===== config.mk =====
export PLATFORM = sky130hd
export DESIGN_NAME = multi_rate_clk_gen
export DESIGN_NICKNAME = d
export VERILOG_FILES = /design/src/rtl/multi_rate_clk_gen.sv
export SDC_FILE = /design/constraint.sdc
export NUM_CORES = 1
export LEC_CHECK = 0
export CORE_ASPECT_RATIO = 0.75
export CORE_MARGIN = 4
export CORE_UTILIZATION = 27
export CTS_CLUSTER_SIZE = 16
export DETAILED_ROUTE_END_ITERATION = 6
export HOLD_SLACK_MARGIN = 0.06
export PLACE_DENSITY = 0.51
export SYNTH_ARGS = -nofsm -noshare
export SYNTH_HDL_FRONTEND = slang
export SYNTH_SLANG_ARGS = --single-unit

===== constraint.sdc =====
create_clock -name CLK -period 19.5 [get_ports CLK]
set_clock_uncertainty 0.2 [all_clocks]
set_input_delay 3.9 -clock CLK [delete_from_list [all_inputs] [get_ports CLK]]
set_output_delay 3.9 -clock CLK [all_outputs]
set_load 0.01 [all_outputs]

===== src/rtl/multi_rate_clk_gen.sv =====
// Multi-channel clock divider. Every channel counts CLK cycles up to its
// terminal count and then produces a one-cycle tick, plus an optional
// square wave. New settings are written to a per-channel shadow register
// and committed at the next terminal count, so a running period is never
// cut short. A disabled channel commits on the following cycle instead.
module multi_rate_clk_gen #(
    parameter int NUM_CH  = 4,
    parameter int CNT_W   = 24,
    parameter int DEF_DIV = 12_499_999,
    localparam int CH_W   = (NUM_CH > 1) ? $clog2(NUM_CH) : 1
) (
    input  logic              CLK,
    input  logic              RESET,
    input  logic [NUM_CH-1:0] en,
    input  logic              cfg_valid,
    output logic              cfg_ready,
    input  logic [CH_W-1:0]   cfg_ch,
    input  logic [CNT_W-1:0]  cfg_div,
    input  logic              cfg_mode,
    output logic [NUM_CH-1:0] slow_clk,
    output logic [NUM_CH-1:0] tick
);

    localparam logic [CNT_W-1:0] DEF_VAL = CNT_W'(DEF_DIV);

    logic [NUM_CH-1:0] pend_vec;

    // A channel takes a new write only once its previous write has committed;
    // indices with no channel behind them always accept (the write is dropped).
    always_comb begin
        cfg_ready = 1'b1;
        for (int i = 0; i < NUM_CH; i++) begin
            if (cfg_ch == CH_W'(i)) begin
                cfg_ready = ~pend_vec[i];
            end
        end
    end

    for (genvar ch = 0; ch < NUM_CH; ch++) begin : g_ch
        logic [CNT_W-1:0] cnt;
        logic [CNT_W-1:0] act_div;
        logic [CNT_W-1:0] sh_div;
        logic             act_mode;
        logic             sh_mode;
        logic             pend;
        logic             slow_q;
        logic             tick_q;
        logic             tc;
        logic             wr_sel;

        // The >= keeps the counter from running past the terminal count.
        assign tc     = (cnt >= act_div);
        assign wr_sel = cfg_valid & cfg_ready & (cfg_ch == CH_W'(ch));

        // Counter, registered outputs and shadow-to-active commit for one channel
        always_ff @(posedge CLK or posedge RESET) begin
            if (RESET) begin
                cnt      <= '0;
                act_div  <= DEF_VAL;
                sh_div   <= DEF_VAL;
                act_mode <= 1'b0;
                sh_mode  <= 1'b0;
                pend     <= 1'b0;
                slow_q   <= 1'b0;
                tick_q   <= 1'b0;
            end else begin
                if (wr_sel) begin
                    sh_div  <= cfg_div;
                    sh_mode <= cfg_mode;
                    pend    <= 1'b1;
                end
                if (!en[ch]) begin
                    cnt    <= '0;
                    slow_q <= 1'b0;
                    tick_q <= 1'b0;
                    if (pend) begin
                        act_div  <= sh_div;
                        act_mode <= sh_mode;
                        pend     <= 1'b0;
                    end
                end else begin
                    tick_q <= tc;
                    if (tc) begin
                        cnt <= '0;
                        if (pend) begin
                            act_div  <= sh_div;
                            act_mode <= sh_mode;
                            pend     <= 1'b0;
                            slow_q   <= (sh_mode | act_mode) ? 1'b0 : ~slow_q;
                        end else begin
                            slow_q <= act_mode ? 1'b0 : ~slow_q;
                        end
                    end else begin
                        cnt <= cnt + CNT_W'(1);
                        if (act_mode) begin
                            slow_q <= 1'b0;
                        end
                    end
                end
            end
        end

        assign pend_vec[ch] = pend;
        assign slow_clk[ch] = slow_q;
        assign tick[ch]     = tick_q;
    end

endmodule

==> results of run 1 <==
## worst reg2reg max path: stages, from the launching register on
cell      delay (ns)
dfstp_2         0.54
inv_1           0.05
ha_1            0.31
nand4_1         0.15
or4_1           0.59
o221ai_1        0.44
o41a_1          0.54
buf_4           0.36
mux2_2          0.37
## routing by layer
| metal | vias to the layer above | GRT usage (%) | wire, µm |
|---|---|---|---|
| met5 | - | 0 | 0 |
| met4 | 0 | 1.80 | 505 |
| met3 | 32 | 1.95 | 1910 |
| met2 | 128 | 16.2 | 13300 |
| met1 | 4610 | 18.3 | 17600 |
| li1 | 4432 | - | - |
## worst max-delay path by stage
| stage | to | slack, ns | depth (start not counted) |
|---|---|---|---|
| global placement | cfg_ready | 9.73 | 4 |
| global route | cfg_ready | 9.64 | 4 |
| finish | cfg_ready | 9.71 | 4 |
| CTS | cfg_ready | 9.70 | 4 |
| floorplan | g_ch[0].act_div[14] | 7.10 | 1 |
| detailed placement | cfg_ready | 9.71 | 4 |
## per-stage QoR
stage	setup slack (ns)	hold WS [ns]	cell area (µm²)	power (W)	utilization, %
6_report	9.71	0.299	17300	0.00195	31.6
5_1_grt	9.64	0.315	17300	0.00209	31.6
4_1_cts	9.70	0.302	17300	0.00199	31.6
3_5_place_dp	9.71	0.286	16200	0.00135	29.6
3_3_place_gp	9.73	0.284	16200	0.00133	29.6
2_1_floorplan	7.10	0.260	15000	0.00123	-
## where the power goes
group	switching (W)	internal, W	total [W]
logic	0.000183	0.000195	0.000378
registers	0.0000847	0.000864	0.000949
clock network	0.000255	0.000374	0.000628
## synth_stat cells, types with 2 or more instances
cell type	number
nand3b_1	4
inv_1	109
or4_1	4
nand2b_1	4
xnor2_1	22
a211oi_1	7
mux2_2	195
clkbuf_1	19
dfrtp_1	180
and2_1	4
nor3_1	11
xor2_1	66
nor2b_1	5
a41oi_1	5
o41ai_1	2
o21bai_1	2
a2111oi_0	3
nor4b_2	2
buf_6	4
ha_1	100
nand4_1	26
o41a_1	2
dfstp_2	128
buf_4	9
nand3_1	46
a21o_1	3
a21oi_1	33
nand2_1	63
o21a_1	2
and3_1	22
nor4_1	2
and4_1	12
mux2_1	4
o31ai_1	3
buf_2	9
nor2_1	120
o21ai_0	19
## flip-flops by register name, summed over array words and instances, names as in the netlist
signal,cells
g_ch.act_div,96
g_ch.act_mode,4
g_ch.cnt,96
g_ch.pend,4
g_ch.sh_div,96
g_ch.sh_mode,4
g_ch.slow_q,4
g_ch.tick_q,4
## cell type report
cell class | count | area share [%]
Timing Repair Buffer | 53 | 2.91
Sequential cell | 308 | 45.5
Inverter | 109 | 2.41
Multi-Input combinational cell | 808 | 37.7
Antenna cell | 5 | 0.0724
Tap cell | 722 | 5.23
Clock inverter | 10 | 0.869
Clock buffer | 46 | 5.28
## kinds of logic (layout without fill, tap and decap cells)
family | count (synthesis) | count (layout) | synth area share [%]
multiplexers | 200 | 200 | 15.1
XOR/XNOR | 88 | 88 | 5.14
AO/OA/AOI/OAI | 92 | 92 | 4.14
other | 0 | 5 | 0
adder cells (fa/ha/maj) | 100 | 100 | 8.34
flip-flops | 308 | 308 | 52.4
AND/OR/NAND/NOR | 328 | 328 | 10.6
buffers and inverters | 150 | 218 | 4.25
==> key figures, run 1 <==
Outcome
  – Status: finished clean

Pwr
  – Max IR drop VDD: 57.8 µV
  – Pleak: 7.58 nW
  – Pwr/cell area: 113 mW/mm²

Drt
  – Detail Route Antenna Nets: 0
  – DR iter-0 viols: 570
  – DR DRC count: 0
  – Total number of vias: 9,202
  – Post-Route WL: 33,300 µm
  – DR pass1 iterations: 4
  – Via density: 4.46
  – Routed len/inst: 16.2 µm

Worst hold path
  – Hold path startpoint: g_ch[0].act_mode
  – Hold crit path type: reg2reg
  – Hold path cells: 1
  – WHS Endpoint: g_ch[0].act_mode

Synth
  – Fraction of post-synthesis cell area in the top cell type by area: 30.0%
  – Primary FF master, synth: dfrtp_1
  – Yosys cell types: 52
  – Ys async rst share: 100%
  – Yosys top cell by area: dfrtp_1
  – Synth Warn #: 0
  – Avg Inst Size Synth: 11.8 µm²
  – EDFF count, synth: 0
  – Mapped Cells: 1,266
  – Syn_nets: 1,400
  – Sequential share of the synthesized area: 52.4%
  – Synth area leaders: dfrtp_1 30%, dfstp_2 22%, mux2_2 15%
  – #FFs+latches synth: 308
  – Mapped Area: 0.0150 mm²

Clocking
  – Root Buffer: clkbuf_16
  – Total CTS buffers: 30
  – Num Clock Sinks: 308
  – H-tree depth: 1
  – CTS Buffer Depth: 3
  – Post-CTS sizing: 0
  – Clk slew on worst S/H paths: 0.06 ns
  – CTS tree: done
  – Hold-fix buffers at CTS: 0
  – Postcts setup bufs: 0
  – Clk_lat worst skew: 0.57 ns

Floorplan
  – Die width: 280 µm
  – Die height: 212 µm
  – Site Rows: 74
  – IO Count: 43
  – Initial Utilization: 27.4%
  – Die area: 0.0594 mm²
  – CORE AREA: 0.0547 mm²

Setup path
  – Crit path required time: 15.40 ns
  – CP startpoint: cfg_ch[0]
  – Crit-path slowest cell: clkdlybuf4s50_1
  – Top cell family by delay on the critical path: buffers and inverters
  – Setup crit end kind: output pin
  – Crit path buf inv count: 3
  – R2r setup slk: 15.85 ns
  – Worst path arrival time: 5.69 ns
  – CP peak stage delay: 0.64 ns
  – Worst setup SP type: input pin
  – Worst reg2reg path depth: 8
  – CP Max Fanout: 5
  – CP Cell Sequence: clkdlybuf4s50_1 -> mux4_2 -> inv_1 -> clkdlybuf4s50_1
  – WS Path Type: in2out
  – R2R Path Start: g_ch[1].act_div[19]
  – R2r endpoint: g_ch[1].act_div[22]
  – CP most frequent cell: clkdlybuf4s50_1

Place
  – Number of buffers inserted by port buffering: 42
  – GPL Wtd Cong: 0.748
  – HPWL after detailed placement: 23,700 µm
  – Dpl cells: 2,000

GRT
  – Vias in the first global route: 9,570
  – Largest net degree at the start of global routing: 98
  – First-pass GRT wire length: 54,100 µm
  – Aggregate global-route resource usage: 11.4%
  – Congestion Overflow GR: 0
  – Initial antenna violation count: 6

Final layout
  – # fillers: 5,475
  – Post-Layout Cell Count: 2,061
  – FF+latch area: 0.00787 mm²
  – Commonest non-fill, non-tap cell in the layout: mux2_2
  – Layout cells sized above 1: 29.6%
  – Synth-to-layout area growth: 15.2%
  – Most frequent cells in the layout: 195 x mux2_2, 180 x dfrtp_1, 128 x dfstp_2
  – Multi-input combinational cell area: 0.00651 mm²
  – Final nets: 1,444

Timing
  – Setup TNS Final: 0 ns
  – Setup violators final: 0
  – Min Tclk post-route: 9.79 ns
  – Slew @ Worst Pin: 1.01 ns
  – Endpoints failing hold: 0
  – Worst-case headroom to the max-slew limit: 32.4%
  – Max-slew violation count: 0
  – Final worst-path cycle share: 50.2%
  – RSZ-0062 raised after global routing: false
  – Achievable clock frequency: 0.102 GHz

Flow run
  – Max-cap viol count: 0
No activity file was read; power rests on OpenSTA's default activity.
==> inputs of run 2 (changes only) <==
--- a/config.mk
+++ b/config.mk
@@ -11,7 +11,7 @@
 export CTS_CLUSTER_SIZE = 16
 export DETAILED_ROUTE_END_ITERATION = 6
 export HOLD_SLACK_MARGIN = 0.06
-export PLACE_DENSITY = 0.51
+export PLACE_DENSITY = 0.53
 export SYNTH_ARGS = -nofsm -noshare
 export SYNTH_HDL_FRONTEND = slang
 export SYNTH_SLANG_ARGS = --single-unit
==> constraint.sdc (replaced) <==
create_clock -name CLK -period 7.93 [get_ports CLK]
set_clock_uncertainty 0.2 [all_clocks]
set_input_delay 1.586 -clock CLK [delete_from_list [all_inputs] [get_ports CLK]]
set_output_delay 1.586 -clock CLK [all_outputs]
set_load 0.01 [all_outputs]
==> key figures, run 2 (synthesis results as in run 1) <==
Outcome
  – Status: finished clean

Floorplan
  – Die height: 212 µm (unchanged)
  – IO Count: 43 (unchanged)
  – Die area: 0.0594 mm² (unchanged)
  – Die width: 280 µm (unchanged)
  – Site Rows: 74 (unchanged)
  – CORE AREA: 0.0547 mm² (unchanged)
  – Initial Utilization: 27.4% (unchanged)

Final layout
  – Layout cells sized above 1: 29.6% (-0.031 points)
  – Most frequent cells in the layout: 195 x mux2_2, 180 x dfrtp_1, 128 x dfstp_2
  – Synth-to-layout area growth: 14.8%
  – Final core utilization: 31.5% (-0.094 points)
  – Final nets: 1,443 (-0.069%)
  – Multi-input combinational cell area: 0.00651 mm² (unchanged)
  – Final instance area: 0.0172 mm² (-0.30%)
  – FF+latch area: 0.00787 mm² (unchanged)
  – Commonest non-fill, non-tap cell in the layout: mux2_2
  – # fillers: 5,525 (+0.91%)
  – Top Registers: g_ch.act_div x96, g_ch.cnt x96, g_ch.sh_div x96

GRT
  – Largest net degree at the start of global routing: 173 (+77%)
  – Vias in the first global route: 9,502 (-0.71%)
  – Aggregate global-route resource usage: 11.2% (-0.18 points)
  – Congestion Overflow GR: 0 (unchanged)
  – First-pass GRT wire length: 53,400 µm (-1.3%)
  – Initial antenna violation count: 6 (unchanged)

Drt
  – Total number of vias: 9,249 (+0.51%)
  – DR pass1 iterations: 4 (unchanged)
  – Post-Route WL: 32,700 µm (-1.7%)
  – DR DRC count: 0 (unchanged)
  – Detail Route Antenna Nets: 0 (unchanged)
  – DR iter-0 viols: 452 (-21%)
  – Via density: 4.49 (+0.61%)
  – Routed len/inst: 15.9 µm (-1.6%)

Setup path
  – Worst path arrival time: 3.37 ns (-2.32 ns)
  – CP Max Fanout: 5 (unchanged)
  – R2R Path Start: g_ch[0].act_div[21]
  – Worst setup SP type: input pin
  – R2r endpoint: g_ch[0].pend
  – Setup crit end kind: output pin
  – R2r setup slk: 4.17 ns (-11.68 ns)
  – WS Path Type: in2out
  – Worst reg2reg path depth: 8 (unchanged)
  – Crit path required time: 6.14 ns (-9.26 ns)

Clocking
  – Num Clock Sinks: 308 (unchanged)
  – Postcts setup bufs: 0 (unchanged)
  – CTS tree: done
  – Post-CTS sizing: 0 (unchanged)
  – H-tree depth: 1 (unchanged)
  – Clk slew on worst S/H paths: 0.06 ns (about the same)
  – Total CTS buffers: 29 (-3.3%)
  – Hold-fix buffers at CTS: 0 (unchanged)
  – Clk_lat worst skew: 0.57 ns (about the same)
  – CTS Buffer Depth: 3 (unchanged)
  – Root Buffer: clkbuf_16

Timing
  – Min Tclk post-route: 5.15 ns
  – RSZ-0062 raised after global routing: false
  – Hold_ws: 0.302 ns (+0.00268 ns)
  – Max-slew violation count: 0 (unchanged)
  – Setup violators final: 0 (unchanged)
  – Slack of the critical path: 2.78 ns (-6.93 ns)
  – Final worst-path cycle share: 65.0%
  – Worst-case headroom to the max-slew limit: 28.8% (-3.7 points)
  – Achievable clock frequency: 0.194 GHz
  – Setup TNS Final: 0 ns (unchanged)
  – Slew @ Worst Pin: 1.07 ns (+0.0577 ns)
  – Endpoints failing hold: 0 (unchanged)

Place
  – HPWL after detailed placement: 23,400 µm (-1.2%)
  – GPL Wtd Cong: 0.732 (-2.2%)
  – Dpl cell area: 0.0162 mm² (about the same)
  – Number of buffers inserted by port buffering: 42 (unchanged)
  – Pre-CTS WS: 2.77 ns (-6.94 ns)

Pwr
  – Sw Share: 26.7% (-0.035 points)
  – P_sw: 0.00126 W (+140%)
  – Seq pwr share: 49.3% (+0.8 points)
  – Max IR drop VDD: 148 µV (+160%)
  – Logic pwr share: 19.6% (+0.3 points)
  – Pwr/cell area: 274 mW/mm² (+140%)
  – Pleak: 7.55 nW (-0.50%)
  – Power Internal: 0.00346 W (+140%)
  – Clock share of power: 31.1% (-1.0 points)

Worst hold path
  – Hold crit path type: reg2reg
  – Hold path startpoint: g_ch[0].act_mode
  – WHS Endpoint: g_ch[0].slow_q
  – Hold path cells: 2 (+1)

Flow run
  – Max-cap viol count: 0 (unchanged)
## run 2: area by class of cell
class	instances	share of cell area [%]
Clock inverter	15	1.09
Inverter	109	2.40
Tap cell	722	5.24
Antenna cell	5	0.0726
Clock buffer	39	4.73
Timing Repair Buffer	53	2.99
Sequential cell	308	45.7
Multi-Input combinational cell	808	37.8
## run 2: metal layers
metal | wire, µm | vias up | part of all wire [%] | track usage (%)
li1 | - | 4435 | - | -
met1 | 17100 | 4644 | 52 | 18.0
met2 | 13000 | 136 | 40 | 15.8
met3 | 2160 | 34 | 6.6 | 2.10
met4 | 513 | 0 | 1.6 | 1.71
met5 | 0 | - | 0 | 0
## run 2: worst max-delay path by stage
stage                    from             endpoint  slack [ns]  depth (start not counted)
global route        cfg_ch[0]            cfg_ready        2.70                          4
floorplan               RESET  g_ch[0].act_div[14]        2.15                          1
finish              cfg_ch[0]            cfg_ready        2.78                          4
detailed placement  cfg_ch[0]            cfg_ready        2.77                          4
global placement    cfg_ch[0]            cfg_ready        2.78                          4
CTS                 cfg_ch[0]            cfg_ready        2.77                          4
## run 2: per-stage QoR
step	power [W]	cells
after detailed placement	0.00330	2000
after global routing	0.00504	2054
after floorplan	0.00302	1266
after CTS	0.00479	2054
final	0.00471	2059
after global placement	0.00325	2000
## run 2: power groups by stage
| stage | combinational [W] | sequential [W] | clock, W |
|---|---|---|---|
| finish | 0.000925 | 0.00232 | 0.00147 |
| global route | 0.00107 | 0.00238 | 0.00159 |
| detailed placement | 0.000941 | 0.00236 | 0 |
| global placement | 0.000904 | 0.00235 | 0 |
| CTS | 0.000946 | 0.00233 | 0.00152 |
| floorplan | 0.000740 | 0.00228 | 0 |
## run 2: worst max-delay path, stage by stage
cell and delay (ns):
clkdlybuf4s50_1 0.63, mux4_2 0.55, inv_1 0.07, clkdlybuf4s50_1 0.53
==> inputs of run 3 (changes only) <==
--- a/config.mk
+++ b/config.mk
@@ -11,7 +11,7 @@
 export CTS_CLUSTER_SIZE = 16
 export DETAILED_ROUTE_END_ITERATION = 6
 export HOLD_SLACK_MARGIN = 0.06
-export PLACE_DENSITY = 0.53
+export PLACE_DENSITY = 0.51
 export SYNTH_ARGS = -nofsm -noshare
 export SYNTH_HDL_FRONTEND = slang
 export SYNTH_SLANG_ARGS = --single-unit
==> constraint.sdc (replaced) <==
create_clock -name CLK -period 5.3 [get_ports CLK]
set_clock_uncertainty 0.2 [all_clocks]
set_input_delay 1.06 -clock CLK [delete_from_list [all_inputs] [get_ports CLK]]
set_output_delay 1.06 -clock CLK [all_outputs]
set_load 0.01 [all_outputs]
==> key figures, run 3 (synthesis results as in run 1) <==
Worst hold path
  – Hold crit path type: reg2reg

Floorplan
  – Initial Utilization: 27.4% (unchanged)
  – CORE AREA: 0.0547 mm² (unchanged)
  – Die width: 280 µm (unchanged)
  – Site Rows: 74 (unchanged)
  – Die area: 0.0594 mm² (unchanged)
  – Die height: 212 µm (unchanged)
  – IO Count: 43 (unchanged)

Clocking
  – Clk slew on worst S/H paths: 0.06 ns (about the same)
  – Post-CTS sizing: 0 (unchanged)
  – CTS Buffer Depth: 3 (unchanged)
  – Postcts setup bufs: 0 (unchanged)
  – CTS tree: done
  – Total CTS buffers: 30 (+3.4%)
  – Root Buffer: clkbuf_16
  – Num Clock Sinks: 308 (unchanged)
  – Hold-fix buffers at CTS: 0 (unchanged)
  – Clk_lat worst skew: 0.57 ns (about the same)
  – H-tree depth: 1 (unchanged)

Final layout
  – Final core utilization: 31.6% (+0.16 points)
  – # fillers: 5,516 (-0.16%)
  – Synth-to-layout area growth: 15.4%
  – Layout cells sized above 1: 29.8% (+0.18 points)
  – Top Registers: g_ch.act_div x96, g_ch.cnt x96, g_ch.sh_div x96
  – Most frequent cells in the layout: 195 x mux2_2, 180 x dfrtp_1, 128 x dfstp_2
  – Commonest non-fill, non-tap cell in the layout: mux2_2
  – Final nets: 1,444 (+0.069%)
  – Final instance area: 0.0173 mm² (+0.51%)

Timing
  – Max-slew violation count: 0 (unchanged)
  – RSZ-0062 raised after global routing: false
  – Final worst-path cycle share: 77.3%
  – Achievable clock frequency: 0.244 GHz
  – Setup TNS Final: 0 ns (unchanged)
  – Slack of the critical path: 1.20 ns (-1.58 ns)
  – Setup violators final: 0 (unchanged)
  – Min Tclk post-route: 4.10 ns
  – Worst-case headroom to the max-slew limit: 33.3% (+4.5 points)
  – Endpoints failing hold: 0 (unchanged)
  – Slew @ Worst Pin: 0.998 ns (-0.0705 ns)

Drt
  – DR DRC count: 0 (unchanged)
  – Total number of vias: 9,342 (+1.0%)
  – Post-Route WL: 33,100 µm (+0.98%)
  – DR pass1 iterations: 4 (unchanged)
  – DR iter-0 viols: 428 (-5.3%)
  – Via density: 4.53 (+0.96%)
  – Detail Route Antenna Nets: 0 (unchanged)
  – Routed len/inst: 16.1 µm (+0.93%)

Place
  – Pre-CTS WS: 1.19 ns (-1.58 ns)
  – Number of buffers inserted by port buffering: 42 (unchanged)
  – GPL Wtd Cong: 0.738 (+0.86%)
  – HPWL after detailed placement: 23,600 µm (+0.66%)
  – Dpl cell area: 0.0162 mm² (about the same)

Setup path
  – Worst path arrival time: 2.84 ns (-0.53 ns)
  – CP Max Fanout: 5 (unchanged)
  – CP Cell Sequence: clkdlybuf4s50_1 -> mux4_2 -> inv_1 -> clkdlybuf4s50_1
  – Top cell family by delay on the critical path: buffers and inverters
  – Worst setup SP type: input pin
  – CP peak stage delay: 0.63 ns (about the same)
  – Setup crit end kind: output pin
  – Crit path required time: 4.04 ns (-2.10 ns)
  – CP most frequent cell: clkdlybuf4s50_1
  – WS Path Type: in2out
  – Crit-path slowest cell: clkdlybuf4s50_1
  – Crit path buf inv count: 3 (unchanged)

GRT
  – Aggregate global-route resource usage: 11.4% (+0.15 points)
  – Congestion Overflow GR: 0 (unchanged)
  – Vias in the first global route: 9,762 (+2.7%)
  – First-pass GRT wire length: 54,100 µm (+1.3%)
  – Initial antenna violation count: 9 (+3)
  – Largest net degree at the start of global routing: 146 (-16%)

Pwr
  – Pwr/cell area: 415 mW/mm² (+52%)
  – Pleak: 7.60 nW (+0.64%)
  – Max IR drop VDD: 219 µV (+48%)

Flow run
  – Max-cap viol count: 0 (unchanged)

Outcome
  – Status: finished clean
run 3: worst register-to-register path, stage by stage, from the launching register on:
cell and delay (ns):
dfstp_2 0.53, inv_1 0.04, ha_1 0.31, nand4_1 0.14, or4_1 0.60, o41a_4 0.41
a31oi_4 0.77, mux2_2 0.42
run 3: final cells by class:
type	count	area (µm²)	area share (%)
multi-input combinational	808	6510	37.6
inverter	109	413	2.38
antenna	4	10.0	0.0578
timing repair buffer	53	528	3.05
clock inverter	12	141	0.817
sequential	308	7870	45.4
clock buffer	44	938	5.42
tap	722	903	5.22
run 3: path summary, 6_finish.rpt:
| check | start | end | slack (ns) | depth (start not counted) |
|---|---|---|---|---|
| worst min-delay path | g_ch[0].act_mode | g_ch[0].slow_q | 0.30 | 2 |
| min in group asynchronous | RESET | g_ch[3].cnt[17] | 0.88 | 3 |
| worst min register to register | g_ch[0].act_mode | g_ch[0].slow_q | 0.30 | 2 |
| worst max-delay path | cfg_ch[0] | cfg_ready | 1.20 | 4 |
| max in group asynchronous | RESET | g_ch[3].sh_div[16] | 3.35 | 3 |
| worst max register to register | g_ch[0].act_div[19] | g_ch[0].act_div[16] | 1.76 | 7 |
run 3: per-stage QoR:
stage	total power [W]	hold slack, ns	cells
6_report	0.00718	0.303	2060
5_1_grt	0.00767	0.321	2056
4_1_cts	0.00730	0.307	2056
3_5_place_dp	0.00494	0.291	2000
3_3_place_gp	0.00486	0.282	2000
2_1_floorplan	0.00452	0.260	1266
run 3: power by group:
group | switching (W) | leakage [nW] | internal, W
Combinational | 0.000669 | 3.36 | 0.000720
Clock | 0.000942 | 0.535 | 0.00137
Sequential | 0.000298 | 3.70 | 0.00318
Total | 0.00191 | 7.60 | 0.00527
run 3: metal layers:
| layer | global-route usage, % | routed length (µm) | up-vias |
|---|---|---|---|
| li1 | - | - | 4447 |
| met1 | 17.5 | 17600 | 4722 |
| met2 | 16.6 | 13300 | 133 |
| met3 | 2.35 | 1620 | 40 |
| met4 | 2.08 | 527 | 0 |
| met5 | 0 | 0 | - |
==> RTL edit: new RTL, settings of run 3 <==
`NUM_CH`: 4 -> 8.
--- a/src/rtl/multi_rate_clk_gen.sv
+++ b/src/rtl/multi_rate_clk_gen.sv
@@ -4,7 +4,7 @@
 // and committed at the next terminal count, so a running period is never
 // cut short. A disabled channel commits on the following cycle instead.
 module multi_rate_clk_gen #(
-    parameter int NUM_CH  = 4,
+    parameter int NUM_CH  = 8,
     parameter int CNT_W   = 24,
     parameter int DEF_DIV = 12_499_999,
     localparam int CH_W   = (NUM_CH > 1) ? $clog2(NUM_CH) : 1
Ports: changed (resized cfg_ch, en, slow_clk and tick); port bits go from 43 to 56. The function was not compared with the original's and may differ.
==> RTL edit against run 3 <==
  * Setup slack got worse by 0.79 ns
  * Highest routed layer unchanged
  * Sequential cell count rose by 308
  * Routed wire length grew to 2.7 times the old value
  * Design area is 120% higher
  * Critical path depth rose by 2
  * First-iteration DRC count increased to 4.4 times the old value
  * Total power up 65%
  * Synthesized area up 130%
==> RTL edit: results <==
[status]
status = complete, no violations

[yosys]
ys_seq_area_share_pct = 46.4
yosys.cell_types.count = 63
post_synth.cell_area_avg_um2 = 10.0
netlist_top_cells_area = sky130_fd_sc_hd__dfrtp_1 27%, sky130_fd_sc_hd__dfstp_2 20%, sky130_fd_sc_hd__ha_1 7.4%
synth.ff_latch_count = 616
post_synth_most_frequent_cells = 371 x sky130_fd_sc_hd__inv_1, 360 x sky130_fd_sc_hd__dfrtp_1, 291 x sky130_fd_sc_hd__nand2_1

[grt]
grt.met2_usage_pct = 21.0
globalRouteMet1Util_pct = 19.8
grt_pass1_wl_um = 141000
grt_start_max_net_pins = 142
met3_usage_pct = 1.90
global_route.usage.total_pct = 13.4

[place]
place_hpwl_um = 57800
gpl.final_weighted_congestion = 0.763
io_buffer_count = 55
placedInstanceArea_mm2 = 0.0363
dp.cells = 4958

[power_and_ir_drop]
cell_internal_pwr_mw = 8.86
vdd_ir_drop_max_mv = 0.250
power.static_leakage_nw = 18.3

[route]
average_vias_per_placed_instance = 4.88
first_iter_violations = 1894
detail_route.wirelength_um = 88600
length_of_the_first_detailed_routing_pass_in_iterations = 5
route.detailed.wl_per_inst_um = 17.4

[critical_path]
worst-r2r-setup-slack_ns = 1.80
reg2reg_to = g_ch[1].cnt[1]$_DFF_PP0_
worstReg2RegStart = g_ch[1].act_div[17]$_DFFE_PP1P_
worst-endpoint-arrival_ns = 3.63
worst-r2r-cell-count = 9
largest_stage_delay_worst_path_ns = 0.72
worst-path-max-fanout = 9

[timing]
hold_ws_ns = 0.258
relSlewSlack_pct = 23.2

[worst_hold_path]
hold-path-endpoint = g_ch[4].act_div[19]$_DFFE_PP1P_
startpoint_of_the_most_critical_hold_path = g_ch[4].sh_div[19]$_DFFE_PP1P_

[clocking]
numCtsBuffers = 66
clk_transition_reported_paths_ns = 0.06
clk_latency_worst_skew_pair_ns = 0.63
h-tree-depth = 3

[cells_and_area]
design.final.nets = 3612
final_layout_size_suffix_gt1_share_pct = 20.5
==> RTL edit: cell count changes after synthesis, moves of 100 or more <==
cell / before / now
sky130_fd_sc_hd__nor2_1: 120 / 222
sky130_fd_sc_hd__a31oi_1: 0 / 150
sky130_fd_sc_hd__o31ai_1: 3 / 151
sky130_fd_sc_hd__dfstp_2: 128 / 256
sky130_fd_sc_hd__nand2_1: 63 / 291
sky130_fd_sc_hd__ha_1: 100 / 200
sky130_fd_sc_hd__clkbuf_1: 19 / 134
sky130_fd_sc_hd__inv_1: 109 / 371
sky130_fd_sc_hd__o22ai_1: 0 / 185
sky130_fd_sc_hd__dfrtp_1: 180 / 360
==> RTL edit: final cells by class <==
class / count / area (um^2)
flip-flops and latches: 616 / 15700
multi-input cells: 2193 / 16000
inverters: 374 / 1410
clock inverters: 22 / 330
clock buffers: 97 / 1950
well taps: 1653 / 2070
diodes: 7 / 17.5
fillers: 12800 / 86000
repair buffers: 122 / 1120
==> RTL edit: layer usage <==
layer,vias to the layer above,part of all wire [%]
met3,92,4.6
met2,430,44
met5,-,0
li1,12000,-
met4,0,1.6
met1,12300,50
==> RTL edit: worst max path at each step <==
stage / from / endpoint / slack (ns)
final: cfg_ch[0] / cfg_ready / 0.41
after global placement: cfg_ch[0] / cfg_ready / 0.30
after floorplan: RESET / g_ch[0].act_div[14]$_DFFE_PP0P_ / -4.16
after global routing: cfg_ch[0] / cfg_ready / 0.28
after detailed placement: cfg_ch[0] / cfg_ready / 0.39
after CTS: cfg_ch[0] / cfg_ready / 0.39
==> RTL edit: critical path, delay by kind of cell <==
| kind | cells | cell delay [ns] |
|---|---|---|
| buffers and inverters | 4 | 1.54 |
| AO/OA/AOI/OAI | 2 | 1.01 |
==> RTL edit: through the flow <==
step	power [mW]	setup WS [ns]	util (%)
after floorplan	6.55	-4.16	-
after global placement	6.92	0.304	29.1
after detailed placement	6.96	0.393	29.1
after CTS	12.0	0.390	31.0
after global routing	12.4	0.284	31.0
final	11.8	0.414	31.0
==> RTL edit: power groups by stage <==
stage          sequential [mW]  combinational, mW  clock, mW
6_report                  5.60               1.26       4.96
5_1_grt                   5.67               1.43       5.29
4_1_cts                   5.60               1.29       5.13
3_5_place_dp              5.68               1.28          0
3_3_place_gp              5.67               1.25          0
2_1_floorplan             5.60              0.945          0
==> RTL edit: kinds of logic (layout without fill, tap and decap cells) <==
| group | Yosys count | in the layout | synth area share, % |
|---|---|---|---|
| compound gates | 835 | 835 | 17.2 |
| flops | 616 | 616 | 46.4 |
| buf+inv | 571 | 615 | 6.91 |
| simple gates | 772 | 772 | 10.4 |
| xor+xnor | 176 | 176 | 4.54 |
| other cells | 0 | 7 | 0 |
| fa+ha+maj | 200 | 200 | 7.38 |
| mux | 210 | 210 | 7.17 |
